File: config.mk
export PLATFORM = sky130hd
export DESIGN_NAME = axi_rdata_strb_pipe_flat
export DESIGN_NICKNAME = d
export VERILOG_FILES = /design/src/rtl/axi_rdata_strb_pipe_if.sv /design/src/rtl/axi_rdata_strb_pipe.sv /design/src/flat_wrapper.sv
export SDC_FILE = /design/constraint.sdc
export NUM_CORES = 1
export LEC_CHECK = 0
export CORE_AREA = 2 2 230 232
export CTS_CLUSTER_SIZE = 40
export DETAILED_ROUTE_END_ITERATION = 10
export DIE_AREA = 0 0 232 234
export PLACE_DENSITY = 0.77
export SYNTH_ARGS = -nofsm -noshare
export SYNTH_HDL_FRONTEND = slang
export SYNTH_SLANG_ARGS = --single-unit
export TNS_END_PERCENT = 10
File: constraint.sdc
create_clock -name aclk -period 44.6 [get_ports aclk]
set_input_delay 11.15 -clock aclk [delete_from_list [all_inputs] [get_ports aclk]]
set_output_delay 11.15 -clock aclk [all_outputs]
set_load 0.05 [all_outputs]
File: src/rtl/axi_rdata_strb_pipe_if.sv
`default_nettype none
// ============================================================================
// Module      : axi_rdata_strb_pipe_if
// Description : AXI R-channel bundle feeding axi_rdata_strb_pipe.
// Revision    : 1.0 - initial release
// ============================================================================
interface axi_rdata_strb_pipe_if #(
    parameter int AXI_IDW      = 4,
    parameter int AXI_DATA_WID = 256
);
    logic                    i_rlast;
    logic [AXI_DATA_WID-1:0] i_rdata;
    logic                    i_rvalid;
    logic [AXI_IDW-1:0]      i_rid;
    logic [1:0]              i_rresp;
    logic                    o_rready;

    modport master (
        output i_rlast, i_rdata, i_rvalid, i_rid, i_rresp,
        input  o_rready
    );

    modport slave (
        input  i_rlast, i_rdata, i_rvalid, i_rid, i_rresp,
        output o_rready
    );
endinterface
`default_nettype wire

File: src/rtl/axi_rdata_strb_pipe.sv
`default_nettype none
// ============================================================================
// Module      : axi_rdata_strb_pipe
// Description : AXI R-channel to rdata FIFO stage with per-transfer burst
//               tracking, byte-strobe generation and a 2-entry output buffer.
//               Optional macro RID_CHECK_EN enables RID mismatch detection.
// Revision    : 1.0 - initial release
// ============================================================================
module axi_rdata_strb_pipe #(
    parameter int AXI_IDW      = 4,
    parameter int AXI_DATA_WID = 256,
    parameter int AXI_STRBW    = AXI_DATA_WID / 8,
    parameter int OFFW         = $clog2(AXI_STRBW),
    parameter int CNTW         = 16
) (
    input  logic                    aclk,
    input  logic                    aresetn,
    input  logic                    trans_start,
    input  logic [CNTW-1:0]         trans_burst_num,
    input  logic [AXI_IDW-1:0]      trans_rid,
    input  logic [OFFW-1:0]         strb_first_beat_num,
    input  logic [OFFW-1:0]         strb_last_beat_num,
    output logic                    trans_busy,
    output logic                    trans_done,
    output logic                    trans_err,
    output logic [1:0]              err_resp,
    axi_rdata_strb_pipe_if.slave    axi_r,
    input  logic                    rdata_fifo_full_s,
    output logic                    rdata_fifo_push,
    output logic [AXI_DATA_WID-1:0] rdata_fifo_data_s,
    output logic [AXI_STRBW-1:0]    rdata_fifo_strb_s,
    output logic                    rdata_fifo_last_s,
    output logic                    axi_burst_rdata_ok
);
    localparam logic [1:0]           ST_IDLE     = 2'd0;
    localparam logic [1:0]           ST_RECV     = 2'd1;
    localparam logic [1:0]           ST_DRAIN    = 2'd2;
    localparam logic [AXI_STRBW-1:0] c_strb_ones = '1;
    localparam logic [AXI_STRBW-1:0] c_strb_one  = AXI_STRBW'(1);
    localparam logic [CNTW-1:0]      c_cnt_one   = CNTW'(1);

    logic [1:0]              r_state;
    logic [CNTW-1:0]         r_burst_rem;
    logic                    r_first_pend;
    logic [OFFW-1:0]         r_first_num;
    logic [OFFW-1:0]         r_last_num;
    logic                    r_zero_done;
    logic                    r_trans_err;
    logic [1:0]              r_err_resp;
    logic [AXI_DATA_WID-1:0] r_buf_data [2];
    logic [AXI_STRBW-1:0]    r_buf_strb [2];
    logic [1:0]              r_buf_last;
    logic                    r_wr_ptr;
    logic                    r_rd_ptr;
    logic [1:0]              r_buf_cnt;

    logic                    w_rready;
    logic                    w_beat_ok;
    logic                    w_burst_end;
    logic                    w_xfer_last;
    logic                    w_head_valid;
    logic                    w_push;
    logic                    w_final_push;
    logic [AXI_STRBW-1:0]    w_first_mask;
    logic [AXI_STRBW-1:0]    w_last_mask;
    logic [AXI_STRBW-1:0]    w_beat_strb;
    logic                    w_resp_err;
    logic                    w_rid_err;
    logic                    w_beat_err;
    logic [1:0]              w_beat_resp;

    assign w_rready     = (r_state == ST_RECV) & (r_buf_cnt != 2'd2);
    assign w_beat_ok    = axi_r.i_rvalid & w_rready;
    assign w_burst_end  = axi_r.i_rlast & w_beat_ok;
    assign w_xfer_last  = axi_r.i_rlast & (r_burst_rem == c_cnt_one);
    assign w_head_valid = (r_buf_cnt != 2'd0);
    assign w_push       = w_head_valid & ~rdata_fifo_full_s;
    // Only DRAIN can empty the buffer for the last time: no accepts happen there.
    assign w_final_push = (r_state == ST_DRAIN) & w_push & (r_buf_cnt == 2'd1);

    assign w_first_mask = c_strb_ones << r_first_num;
    assign w_last_mask  = (r_last_num == '0) ? c_strb_ones
                                             : ((c_strb_one << r_last_num) - c_strb_one);

    always_comb begin
        w_beat_strb = c_strb_ones;
        if (r_first_pend) begin
            w_beat_strb = w_beat_strb & w_first_mask;
        end
        if (w_xfer_last) begin
            w_beat_strb = w_beat_strb & w_last_mask;
        end
    end

`ifdef RID_CHECK_EN
    logic [AXI_IDW-1:0] r_rid;

    always_ff @(posedge aclk or negedge aresetn) begin
        if (!aresetn) begin
            r_rid <= '0;
        end else if ((r_state == ST_IDLE) && trans_start) begin
            r_rid <= trans_rid;
        end
    end

    assign w_rid_err = (axi_r.i_rid != r_rid);
`else
    logic w_unused_rid;
    assign w_unused_rid = ^{trans_rid, axi_r.i_rid};
    assign w_rid_err    = 1'b0;
`endif

    assign w_resp_err  = (axi_r.i_rresp != 2'b00);
    assign w_beat_err  = w_beat_ok & (w_resp_err | w_rid_err);
    assign w_beat_resp = w_resp_err ? axi_r.i_rresp : 2'b10;

    always_ff @(posedge aclk or negedge aresetn) begin
        if (!aresetn) begin
            r_state      <= ST_IDLE;
            r_burst_rem  <= '0;
            r_first_pend <= 1'b0;
            r_first_num  <= '0;
            r_last_num   <= '0;
            r_zero_done  <= 1'b0;
            r_trans_err  <= 1'b0;
            r_err_resp   <= 2'b00;
        end else begin
            r_zero_done <= 1'b0;
            case (r_state)
                ST_IDLE: begin
                    if (trans_start) begin
                        if (trans_burst_num == '0) begin
                            r_zero_done <= 1'b1;
                        end else begin
                            r_state      <= ST_RECV;
                            r_burst_rem  <= trans_burst_num;
                            r_first_pend <= 1'b1;
                            r_first_num  <= strb_first_beat_num;
                            r_last_num   <= strb_last_beat_num;
                            r_trans_err  <= 1'b0;
                            r_err_resp   <= 2'b00;
                        end
                    end
                end
                ST_RECV: begin
                    if (w_beat_ok) begin
                        r_first_pend <= 1'b0;
                    end
                    if (w_burst_end) begin
                        r_burst_rem <= r_burst_rem - c_cnt_one;
                        if (w_xfer_last) begin
                            r_state <= ST_DRAIN;
                        end
                    end
                    if (w_beat_err) begin
                        r_trans_err <= 1'b1;
                        if (!r_trans_err) begin
                            r_err_resp <= w_beat_resp;
                        end
                    end
                end
                ST_DRAIN: begin
                    if (w_final_push) begin
                        r_state <= ST_IDLE;
                    end
                end
                default: r_state <= ST_IDLE;
            endcase
        end
    end

    always_ff @(posedge aclk or negedge aresetn) begin
        if (!aresetn) begin
            r_wr_ptr  <= 1'b0;
            r_rd_ptr  <= 1'b0;
            r_buf_cnt <= 2'd0;
        end else begin
            if (w_beat_ok) begin
                r_wr_ptr <= ~r_wr_ptr;
            end
            if (w_push) begin
                r_rd_ptr <= ~r_rd_ptr;
            end
            case ({w_beat_ok, w_push})
                2'b10:   r_buf_cnt <= r_buf_cnt + 2'd1;
                2'b01:   r_buf_cnt <= r_buf_cnt - 2'd1;
                default: r_buf_cnt <= r_buf_cnt;
            endcase
        end
    end

    // Payload storage needs no reset: outputs are gated by occupancy.
    always_ff @(posedge aclk) begin
        if (w_beat_ok) begin
            r_buf_data[r_wr_ptr] <= axi_r.i_rdata;
            r_buf_strb[r_wr_ptr] <= w_beat_strb;
            r_buf_last[r_wr_ptr] <= w_xfer_last;
        end
    end

    assign axi_r.o_rready     = w_rready;
    assign axi_burst_rdata_ok = w_burst_end;
    assign rdata_fifo_push    = w_push;
    assign rdata_fifo_data_s  = r_buf_data[r_rd_ptr] & {AXI_DATA_WID{w_head_valid}};
    assign rdata_fifo_strb_s  = r_buf_strb[r_rd_ptr] & {AXI_STRBW{w_head_valid}};
    assign rdata_fifo_last_s  = r_buf_last[r_rd_ptr] & w_head_valid;
    assign trans_busy         = (r_state != ST_IDLE);
    assign trans_done         = r_zero_done | w_final_push;
    assign trans_err          = r_trans_err;
    assign err_resp           = r_err_resp;

endmodule
`default_nettype wire

File: src/flat_wrapper.sv
// flat-port wrapper written by rule: the top's interface ports become plain ports
module axi_rdata_strb_pipe_flat 
#(
    parameter int AXI_IDW      = 4,
    parameter int AXI_DATA_WID = 256,
    parameter int AXI_STRBW    = AXI_DATA_WID / 8,
    parameter int OFFW         = $clog2(AXI_STRBW),
    parameter int CNTW         = 16
)
  (aclk, aresetn, trans_start, trans_burst_num, trans_rid, strb_first_beat_num, strb_last_beat_num, trans_busy, trans_done, trans_err, err_resp, rdata_fifo_full_s, rdata_fifo_push, rdata_fifo_data_s, rdata_fifo_strb_s, rdata_fifo_last_s, axi_burst_rdata_ok, axi_r_i_rlast, axi_r_i_rdata, axi_r_i_rvalid, axi_r_i_rid, axi_r_i_rresp, axi_r_o_rready);
  axi_rdata_strb_pipe_if #(.AXI_IDW(AXI_IDW), .AXI_DATA_WID(AXI_DATA_WID)) axi_r_i ();
  input  logic aclk;
  input  logic aresetn;
  input  logic trans_start;
  input  logic [CNTW-1:0] trans_burst_num;
  input  logic [AXI_IDW-1:0] trans_rid;
  input  logic [OFFW-1:0] strb_first_beat_num;
  input  logic [OFFW-1:0] strb_last_beat_num;
  output logic trans_busy;
  output logic trans_done;
  output logic trans_err;
  output logic [1:0] err_resp;
  input  logic rdata_fifo_full_s;
  output logic rdata_fifo_push;
  output logic [AXI_DATA_WID-1:0] rdata_fifo_data_s;
  output logic [AXI_STRBW-1:0] rdata_fifo_strb_s;
  output logic rdata_fifo_last_s;
  output logic axi_burst_rdata_ok;
  input wire logic [$bits(axi_r_i.i_rlast)-1:0] axi_r_i_rlast;
  input wire logic [$bits(axi_r_i.i_rdata)-1:0] axi_r_i_rdata;
  input wire logic [$bits(axi_r_i.i_rvalid)-1:0] axi_r_i_rvalid;
  input wire logic [$bits(axi_r_i.i_rid)-1:0] axi_r_i_rid;
  input wire logic [$bits(axi_r_i.i_rresp)-1:0] axi_r_i_rresp;
  output wire logic [$bits(axi_r_i.o_rready)-1:0] axi_r_o_rready;
  assign axi_r_i.i_rlast = axi_r_i_rlast;
  assign axi_r_i.i_rdata = axi_r_i_rdata;
  assign axi_r_i.i_rvalid = axi_r_i_rvalid;
  assign axi_r_i.i_rid = axi_r_i_rid;
  assign axi_r_i.i_rresp = axi_r_i_rresp;
  assign axi_r_o_rready = axi_r_i.o_rready;
  axi_rdata_strb_pipe #(.AXI_IDW(AXI_IDW), .AXI_DATA_WID(AXI_DATA_WID), .AXI_STRBW(AXI_STRBW), .OFFW(OFFW), .CNTW(CNTW)) u_core (.aclk(aclk), .aresetn(aresetn), .trans_start(trans_start), .trans_burst_num(trans_burst_num), .trans_rid(trans_rid), .strb_first_beat_num(strb_first_beat_num), .strb_last_beat_num(strb_last_beat_num), .trans_busy(trans_busy), .trans_done(trans_done), .trans_err(trans_err), .err_resp(err_resp), .axi_r(axi_r_i), .rdata_fifo_full_s(rdata_fifo_full_s), .rdata_fifo_push(rdata_fifo_push), .rdata_fifo_data_s(rdata_fifo_data_s), .rdata_fifo_strb_s(rdata_fifo_strb_s), .rdata_fifo_last_s(rdata_fifo_last_s), .axi_burst_rdata_ok(axi_burst_rdata_ok));
endmodule
* After elaboration in Yosys (flattened, before gate mapping)
Memories as Yosys holds them, arrays and structs flattened. Cells that the tools add are included.
Word-level totals: word-level logic and storage cells 108, bits in registers 39, input bits 298, memory bits (writable) 576, memories kept 2
Cells by class: reductions and logical operators 15, multiplexer cells 38, equal/unequal tests 15, add/sub/neg operators 4, shift-type cells 2, magnitude comparators 3, bitwise operators 17
Memory list:
- u_core.r_buf_data | depth 2, width 256, read ports 1, clocked after Yosys merged registers in 0, write ports 1, line axi_rdata_strb_pipe.sv:50 | logic [AXI_DATA_WID-1:0] r_buf_data [2];
- u_core.r_buf_strb | depth 2, width 32, read ports 1, clocked after Yosys merged registers in 0, write ports 1, line axi_rdata_strb_pipe.sv:51 | logic [AXI_STRBW-1:0] r_buf_strb [2];
Operator list (number):
- $and 256x256->256 | 1
- $mux 32 | 3
- $and 32x32->32 | 2
- $mux 16 | 3
- $pmux 16 s2 | 1
- $shl 1x5->32 const A | 1
- $shl 32x5->32 const A | 1
- $sub 32x1->32 const B | 1
- $mux 2 | 10
- $eq 16x1->1 const B | 1
- $logic_not 16->1 | 1
- $sub 16x1->16 const B | 1
- $mux 1 | 14
- $reduce_and 4->1 | 3
- $ne 2x2->1 const B | 5
- $reduce_and 5->1 | 2
- $reduce_bool 2->1 | 5
- $and 1x1->1 | 9
- $ne 2x1->1 const B | 4
- $pmux 2 s2 | 2
- $eq 2x1->1 const B | 3
- $pmux 2 s3 | 1
- $logic_not 5->1 | 1
- $eq 2x2->1 const B | 2
- other kinds (12) | 17

* Logic depth before layout (Yosys ltp)
Gate-level depths: netlist (run 1).
word-level depth 6, depth in mapped cells 10

* Worst setup path before layout (run 1)
OpenSTA, ideal clock, no wires.
path type in2reg, start input axi_r_i_rvalid, end memory u_core.r_buf_data[0][0], enable pin, setup time 946 ps, data arrival time 23814 ps, cell stages on the path 3, buffers on the path 0, path slack 19840 ps, cells stage by stage nor4bb_1 > inv_1 > nor2_1
Between the ends: longest elaborated chain between the ends 3
Ends and longest elaborated chain:
- from (decl) | line flat_wrapper.sv:31 | input wire logic [$bits(axi_r_i.i_rvalid)-1:0] axi_r_i_rvalid;
- $and 1x1->1 | line axi_rdata_strb_pipe.sv:73 | assign w_beat_ok = axi_r.i_rvalid & w_rready;
- $mux 1 | line axi_rdata_strb_pipe.sv:194 | if (w_beat_ok) begin
- $mux 1 (not written as such) | line axi_rdata_strb_pipe.sv:195 | r_buf_data[r_wr_ptr] <= axi_r.i_rdata;
- to (decl) | line axi_rdata_strb_pipe.sv:50
Every way passes these cells.

* Worst setup path in the final report (run 1)
start input axi_r_i_rvalid, end output axi_burst_rdata_ok
Between the ends: longest elaborated chain between the ends 2
Ends and longest elaborated chain:
- $and 1x1->1 | line axi_rdata_strb_pipe.sv:73
- $and 1x1->1 | line axi_rdata_strb_pipe.sv:74 | assign w_burst_end = axi_r.i_rlast & w_beat_ok;
- to (decl) | line flat_wrapper.sv:28 | output logic axi_burst_rdata_ok;
Every way passes these cells.

==> flow_metrics.env, run 1 <==
export IMPL_status="completed"
export IMPL_fin_crit_ns=25.28
export IMPL_antenna_found_initial=15
export IMPL_path_cells="clkdlybuf4s50_1, nor4bb_1, nand2_1, inv_1, clkdlybuf4s50_1"
export IMPL_criticalPathCategory="primary input to output port"
export IMPL_cts_tree="yes"
export IMPL_synth_largest_area_cell="edfxtp_1"
export IMPL_post_drt_wl_per_cell_um=21.6
export IMPL_worst_path_buf_inv=3
export IMPL_numCtsBuffers=60
export IMPL_critical_path_required_ns=33.45
export IMPL_clock_sinks=615
export IMPL_power_density_nw_per_um2=80.3
export IMPL_crit_path_max_fanout=19
export IMPL_slowest_stage="clkdlybuf4s50_1"
export IMPL_coreArea_um2=52000
export IMPL_grt_pass1_vias=15300
export IMPL_cts_setup_buffers=0
export IMPL_clock_fmax_mhz=39.6
export IMPL_syn_inst=1619
export IMPL_holdBufCountCts=0
export IMPL_die_w_um=232
export IMPL_cts_root_buf="clkbuf_16"
export IMPL_syn_num_nets=1924
export IMPL_synth_top_area_share=0.704
export IMPL_gp_congestion=0.901
export IMPL_area_growth_pct=34.3
export IMPL_fin_ws_ns=19.32
export IMPL_synth_avg_cell_area_um2=15.2
export IMPL_vias=15700
export IMPL_rsz0062_at_grt="no"
export IMPL_hold_ws_ns=0.523
export IMPL_period_share=0.567
export IMPL_grt_usage=0.221
export IMPL_drc=0
export IMPL_wirelength_mm=63.4
export IMPL_firstDrtPassIters=6
export IMPL_final_core_util=0.637
export IMPL_ys_flop_type="edfxtp_1"
export IMPL_max_slew_margin_rel=0.135
export IMPL_rows=84
export IMPL_synth_area_top_cells="edfxtp_1, mux2i_1, nor2_1"
export IMPL_pin_count=595
export IMPL_grt_max_degree=171
export IMPL_async_flop_share=0.0602
export IMPL_finalSetupTns_ns=0
export IMPL_cts_clk_slew_worst_paths_ns=0.06
export IMPL_viasPerCell=5.35
export IMPL_grt_pass1_wl_mm=90.6
export IMPL_hold_viol_final=0
export IMPL_arrival_ns=14.13
export IMPL_final_nets=2488
export IMPL_cts_buffer_depth=3
export IMPL_netlist_area_um2=24700
export IMPL_yosys_warnings=0
export IMPL_place_ws_ns=19.34
export IMPL_hold_class="flip-flop to flip-flop"
export IMPL_start_util=0.474
export IMPL_yosysSeqAreaShare=0.741
export IMPL_ys_ff_latch=615
export IMPL_synth_edf_count=578
export IMPL_ir_drop_mv=0.0587
export IMPL_dieArea_um2=54300
export IMPL_overflow=0
export IMPL_start_kind="primary input"
export IMPL_drtIter0Drc=1326
export IMPL_hpwl_mm=42.5
export IMPL_endpoint_kind="output port"
export IMPL_ctsResizeCount=0
export IMPL_fin_skew_ns=0.0139
export IMPL_yosysUniqueCellTypes=61
export IMPL_path_common_cell="clkdlybuf4s50_1"
export IMPL_final_antenna_net_count=0
export IMPL_cts_max_level=2
export IMPL_worst_pin_slew_ns=1.30
export IMPL_layout_drive_gt1_share=0.0600
export IMPL_setup_viol=0
export IMPL_maxCapViolations=0
export IMPL_clock_latency_ns=0.60
export IMPL_port_buffers=586
export IMPL_leakage_uw=0.0119
export IMPL_slew_violations=0
export IMPL_cpPeakStageDelay_ns=0.85
export IMPL_cp_top_family="buffers and inverters"
export IMPL_die_height_um=234
## path summary, 6_finish.rpt
kind / startpoint / endpoint / slack, ns / cells past startpoint
max: axi_r_i_rvalid / axi_burst_rdata_ok / 19.32 / 5
min: u_core.err_resp[1] / u_core.err_resp[1] / 0.52 / 1
max reg2reg: u_core.r_buf_cnt[0] / u_core.r_buf_data[1][129] / 40.38 / 6
min reg2reg: u_core.err_resp[1] / u_core.err_resp[1] / 0.52 / 1
max in group asynchronous: aresetn / u_core.r_rd_ptr / 33.28 / 1
min in group asynchronous: aresetn / u_core.r_last_num[3] / 10.68 / 1
## area by class of cell
| type | count | area [µm²] |
|---|---|---|
| diodes | 12 | 30.0 |
| clock buffers | 65 | 1520 |
| clock inverters | 47 | 407 |
| fillers | 3785 | 18900 |
| inverters | 15 | 56.3 |
| multi-input cells | 890 | 5960 |
| flip-flops and latches | 615 | 18300 |
| well taps | 688 | 861 |
| repair buffers | 601 | 6000 |
## synthesized netlist by cell type (3+ instances only)
library cell / n
inv_1: 15
a31oi_1: 16
a21oi_1: 22
a32oi_1: 8
and2_1: 6
dfrtp_1: 37
nor4_1: 12
o2bb2a_1: 3
nand4_1: 3
edfxtp_1: 578
o21bai_1: 4
nand2b_1: 3
nor2_1: 326
o311ai_0: 3
nand2_1: 41
nand3_1: 18
or2_2: 6
o21ai_0: 25
clkbuf_1: 68
nor2b_1: 8
mux2i_1: 292
a2bb2oi_1: 6
mux2_2: 12
nor3_1: 10
buf_1: 28
ha_1: 7
a22oi_1: 8
o22ai_1: 4
a21o_1: 3
o211ai_1: 7
## routing by layer
| metal | up-vias | global-route usage | wire [µm] |
|---|---|---|---|
| met1 | 7694 | 0.259 | 23400 |
| met4 | 22 | 0.0889 | 2250 |
| li1 | 7193 | - | - |
| met5 | - | 0.00893 | 210 |
| met3 | 127 | 0.0733 | 5690 |
| met2 | 649 | 0.373 | 31900 |
## placed cells by master (no fill, tap or decap), types with 18 or more instances in the layout
cell type	synthesis	layout
nand3_1	18	18
mux2i_1	292	292
nor2_1	326	325
nand2_1	41	41
o21ai_0	25	25
clkbuf_16	0	60
clkdlybuf4s50_1	0	585
edfxtp_1	578	578
dfrtp_1	37	36
a21oi_1	22	22
## through the flow
step,area [µm²],cells,power [µW]
floorplan,24700,1619,1760
global placement,31200,2809,2170
detailed placement,31200,2809,2180
CTS,33100,2921,2680
global route,33100,2923,2750
finish,33100,2933,2660
## where the power goes
group | leakage [µW] | internal [µW] | switching, µW
clock | 0.000950 | 281 | 212
combinational | 0.00536 | 415 | 938
sequential | 0.00560 | 771 | 42.3
total | 0.0119 | 1470 | 1190
## cells by family (layout without fill, tap and decap cells)
logic type	count (synthesis)	after routing	synth area share
other cells	0	12	0
simple gates	445	445	0.0756
xor+xnor	4	4	0.00142
fa+ha+maj	7	7	0.00355
mux	304	304	0.124
compound gates	130	130	0.0362
flops	615	615	0.741
buf+inv	114	728	0.0180
## registers in the layout, indices dropped and copies added (netlist names), 2 cells and up
signal              flops
u_core.r_state          2
u_core.r_buf_cnt        2
u_core.r_buf_strb      64
u_core.r_buf_data     512
u_core.err_resp         2
u_core.r_buf_last       2
u_core.r_burst_rem     16
u_core.r_last_num       5
u_core.r_first_num      5
Power figures use the tool's default switching activity.
==> inputs of run 2 (changes only) <==
--- a/config.mk
+++ b/config.mk
@@ -5,11 +5,11 @@
 export SDC_FILE = /design/constraint.sdc
 export NUM_CORES = 1
 export LEC_CHECK = 0
-export CORE_AREA = 2 2 230 232
+export CORE_AREA = 2 2 232 234
 export CTS_CLUSTER_SIZE = 40
 export DETAILED_ROUTE_END_ITERATION = 10
-export DIE_AREA = 0 0 232 234
-export PLACE_DENSITY = 0.77
+export DIE_AREA = 0 0 234 236
+export PLACE_DENSITY = 0.76
 export SYNTH_ARGS = -nofsm -noshare
 export SYNTH_HDL_FRONTEND = slang
 export SYNTH_SLANG_ARGS = --single-unit
==> constraint.sdc (replaced) <==
create_clock -name aclk -period 24.9 [get_ports aclk]
set_input_delay 6.225 -clock aclk [delete_from_list [all_inputs] [get_ports aclk]]
set_output_delay 6.225 -clock aclk [all_outputs]
set_load 0.05 [all_outputs]
==> run 2 against run 1 <==
Power increased by 80%. Non-clock buffer count decreased by 2. Critical path depth unchanged. Combinational power increased by 80%. Clock power increased by 80%. Sequential power increased by 80%. Clock skew about the same. Die area increased by 1.7%. Final area about the same. Register-to-register slack got worse by 20 ns. Setup slack got worse by 10 ns. Critical endpoint unchanged.
==> flow_metrics.env, run 2 (synthesized netlist as in run 1, its figures left out) <==
export IMPL_maxCapViolations=0
export IMPL_critical_path_required_ns=18.67
export IMPL_cts_tree="yes"
export IMPL_grt_util_met3=0.0745
export IMPL_port_buffers=586
export IMPL_pin_count=595
export IMPL_cpPeakStageDelay_ns=0.88
export IMPL_status="completed"
export IMPL_slowest_stage="clkdlybuf4s50_1"
export IMPL_overflow=0
export IMPL_numCtsBuffers=61
export IMPL_crit_path_max_fanout=19
export IMPL_ir_drop_mv=0.117
export IMPL_multi_input_area_um2=5960
export IMPL_fin_skew_ns=0.0143
export IMPL_final_core_util=0.624
export IMPL_cts_setup_buffers=0
export IMPL_vias=15800
export IMPL_final_common_cell="clkdlybuf4s50_1"
export IMPL_reg2regPathDepth=7
export IMPL_finalSetupTns_ns=0
export IMPL_p_clk_frac=0.186
export IMPL_max_slew_margin_rel=0.172
export IMPL_antenna_found_initial=17
export IMPL_post_drt_wl_per_cell_um=22.0
export IMPL_leakage_uw=0.0119
export IMPL_use_met1=0.267
export IMPL_cp_top_family="buffers and inverters"
export IMPL_fin_crit_ns=15.70
export IMPL_clock_fmax_mhz=63.7
export IMPL_hpwl_mm=42.8
export IMPL_coreArea_um2=53100
export IMPL_period_share=0.630
export IMPL_final_antenna_net_count=0
export IMPL_die_w_um=234
export IMPL_grt_max_degree=157
export IMPL_swShare=0.449
export IMPL_cts_max_level=2
export IMPL_die_height_um=236
export IMPL_grt_usage=0.225
export IMPL_ctsResizeCount=0
export IMPL_rsz0062_at_grt="no"
export IMPL_setup_viol=0
export IMPL_power_density_nw_per_um2=144
export IMPL_path_common_cell="clkdlybuf4s50_1"
export IMPL_top_usage_layer="met2"
export IMPL_start_util=0.465
export IMPL_grt_pass1_vias=15900
export IMPL_top_register="u_core.r_buf_data"
export IMPL_drtIter0Drc=1260
export IMPL_layout_drive_gt1_share=0.0565
export IMPL_area_growth_pct=34.2
export IMPL_arrival_ns=9.47
export IMPL_cts_root_buf="clkbuf_16"
export IMPL_nFillCells=3859
export IMPL_p_sw_uw=2150
export IMPL_largest_reg_flops=512
export IMPL_finalNonFillerCells=2935
export IMPL_place_inst=2815
export IMPL_hold_ws_ns=0.523
export IMPL_dieArea_um2=55200
export IMPL_firstDrtPassIters=5
export IMPL_slew_violations=0
export IMPL_wirelength_mm=64.5
export IMPL_final_cell_mix="clkdlybuf4s50_1, edfxtp_1, nor2_1, mux2i_1, clkbuf_16"
export IMPL_clock_latency_ns=0.61
export IMPL_p_comb_frac=0.509
export IMPL_grt_pass1_wl_mm=94.4
export IMPL_gp_congestion=0.900
export IMPL_criticalPathCategory="primary input to output port"
export IMPL_cts_clk_slew_worst_paths_ns=0.07
export IMPL_seqCellArea_um2=18300
export IMPL_rows=85
export IMPL_worst_path_buf_inv=3
export IMPL_crit_cells=5
export IMPL_min_path_cells=1
export IMPL_path_cells="clkdlybuf4s50_1, nor4bb_1, nand2_1, inv_1, clkdlybuf4s50_1"
export IMPL_p_int_uw=2630
export IMPL_hold_viol_final=0
export IMPL_holdBufCountCts=0
export IMPL_viasPerCell=5.38
export IMPL_top_regs="u_core.r_buf_data: 512 flops, u_core.r_buf_strb: 64 flops, u_core.r_burst_rem: 16 flops"
export IMPL_worst_pin_slew_ns=1.24
export IMPL_cts_buffer_depth=3
export IMPL_start_kind="primary input"
export IMPL_hold_class="flip-flop to flip-flop"
export IMPL_final_nets=2487
export IMPL_power_frac_seq=0.305
export IMPL_drc=0
export IMPL_clock_sinks=615
export IMPL_use_met2=0.376
export IMPL_endpoint_kind="output port"
==> run 2: changes by cell type in the layout (fill, tap and decap cells not counted) <==
cell,previous run,this run
inv_6,6,2
clkinv_8,1,0
buf_4,13,10
inv_8,0,1
clkbuf_16,60,61
clkinv_2,14,11
clkbuf_1,5,12
buf_12,2,3
diode_2,12,7
==> run 2: power groups by stage <==
stage / Sequential, µW / Combinational [µW] / Clock [µW]
floorplan: 1540 / 1610 / 0
global placement: 1470 / 2430 / 0
detailed placement: 1480 / 2440 / 0
CTS: 1460 / 2450 / 907
global route: 1470 / 2530 / 945
finish: 1460 / 2430 / 887
==> run 2: metrics by stage <==
stage	total power, µW	worst slack [ns]	cell area [µm²]
CTS	4820	9.26	33100
global placement	3900	9.24	31200
finish	4780	9.20	33100
global route	4950	9.08	33100
floorplan	3150	5.06	24700
detailed placement	3920	9.28	31200
==> run 2: final cells by class <==
type	instances	area share
Clock buffer	73	0.0475
Tap cell	696	0.0263
Clock inverter	40	0.0106
Multi-Input combinational cell	890	0.180
Inverter	15	0.00170
Timing Repair Buffer	599	0.181
Antenna cell	7	0.000529
Sequential cell	615	0.552
==> run 2: path summary, 6_finish.rpt <==
check | from | to | slack, ns
setup / recovery | axi_r_i_rvalid | axi_burst_rdata_ok | 9.20
hold / removal | u_core.r_buf_cnt[0] | u_core.r_buf_cnt[0] | 0.52
setup reg to reg | u_core.r_buf_cnt[0] | u_core.r_buf_data[0][63] | 20.54
hold reg to reg | u_core.r_buf_cnt[0] | u_core.r_buf_cnt[0] | 0.52
max in group asynchronous | aresetn | u_core.r_rd_ptr | 18.48
min in group asynchronous | aresetn | u_core.r_first_num[1] | 5.73
==> run 2: routing by layer <==
metal,vias up,wire length (µm)
li1,7185,-
met1,7780,23900
met2,667,31900
met4,20,2540
met3,145,6010
met5,-,130
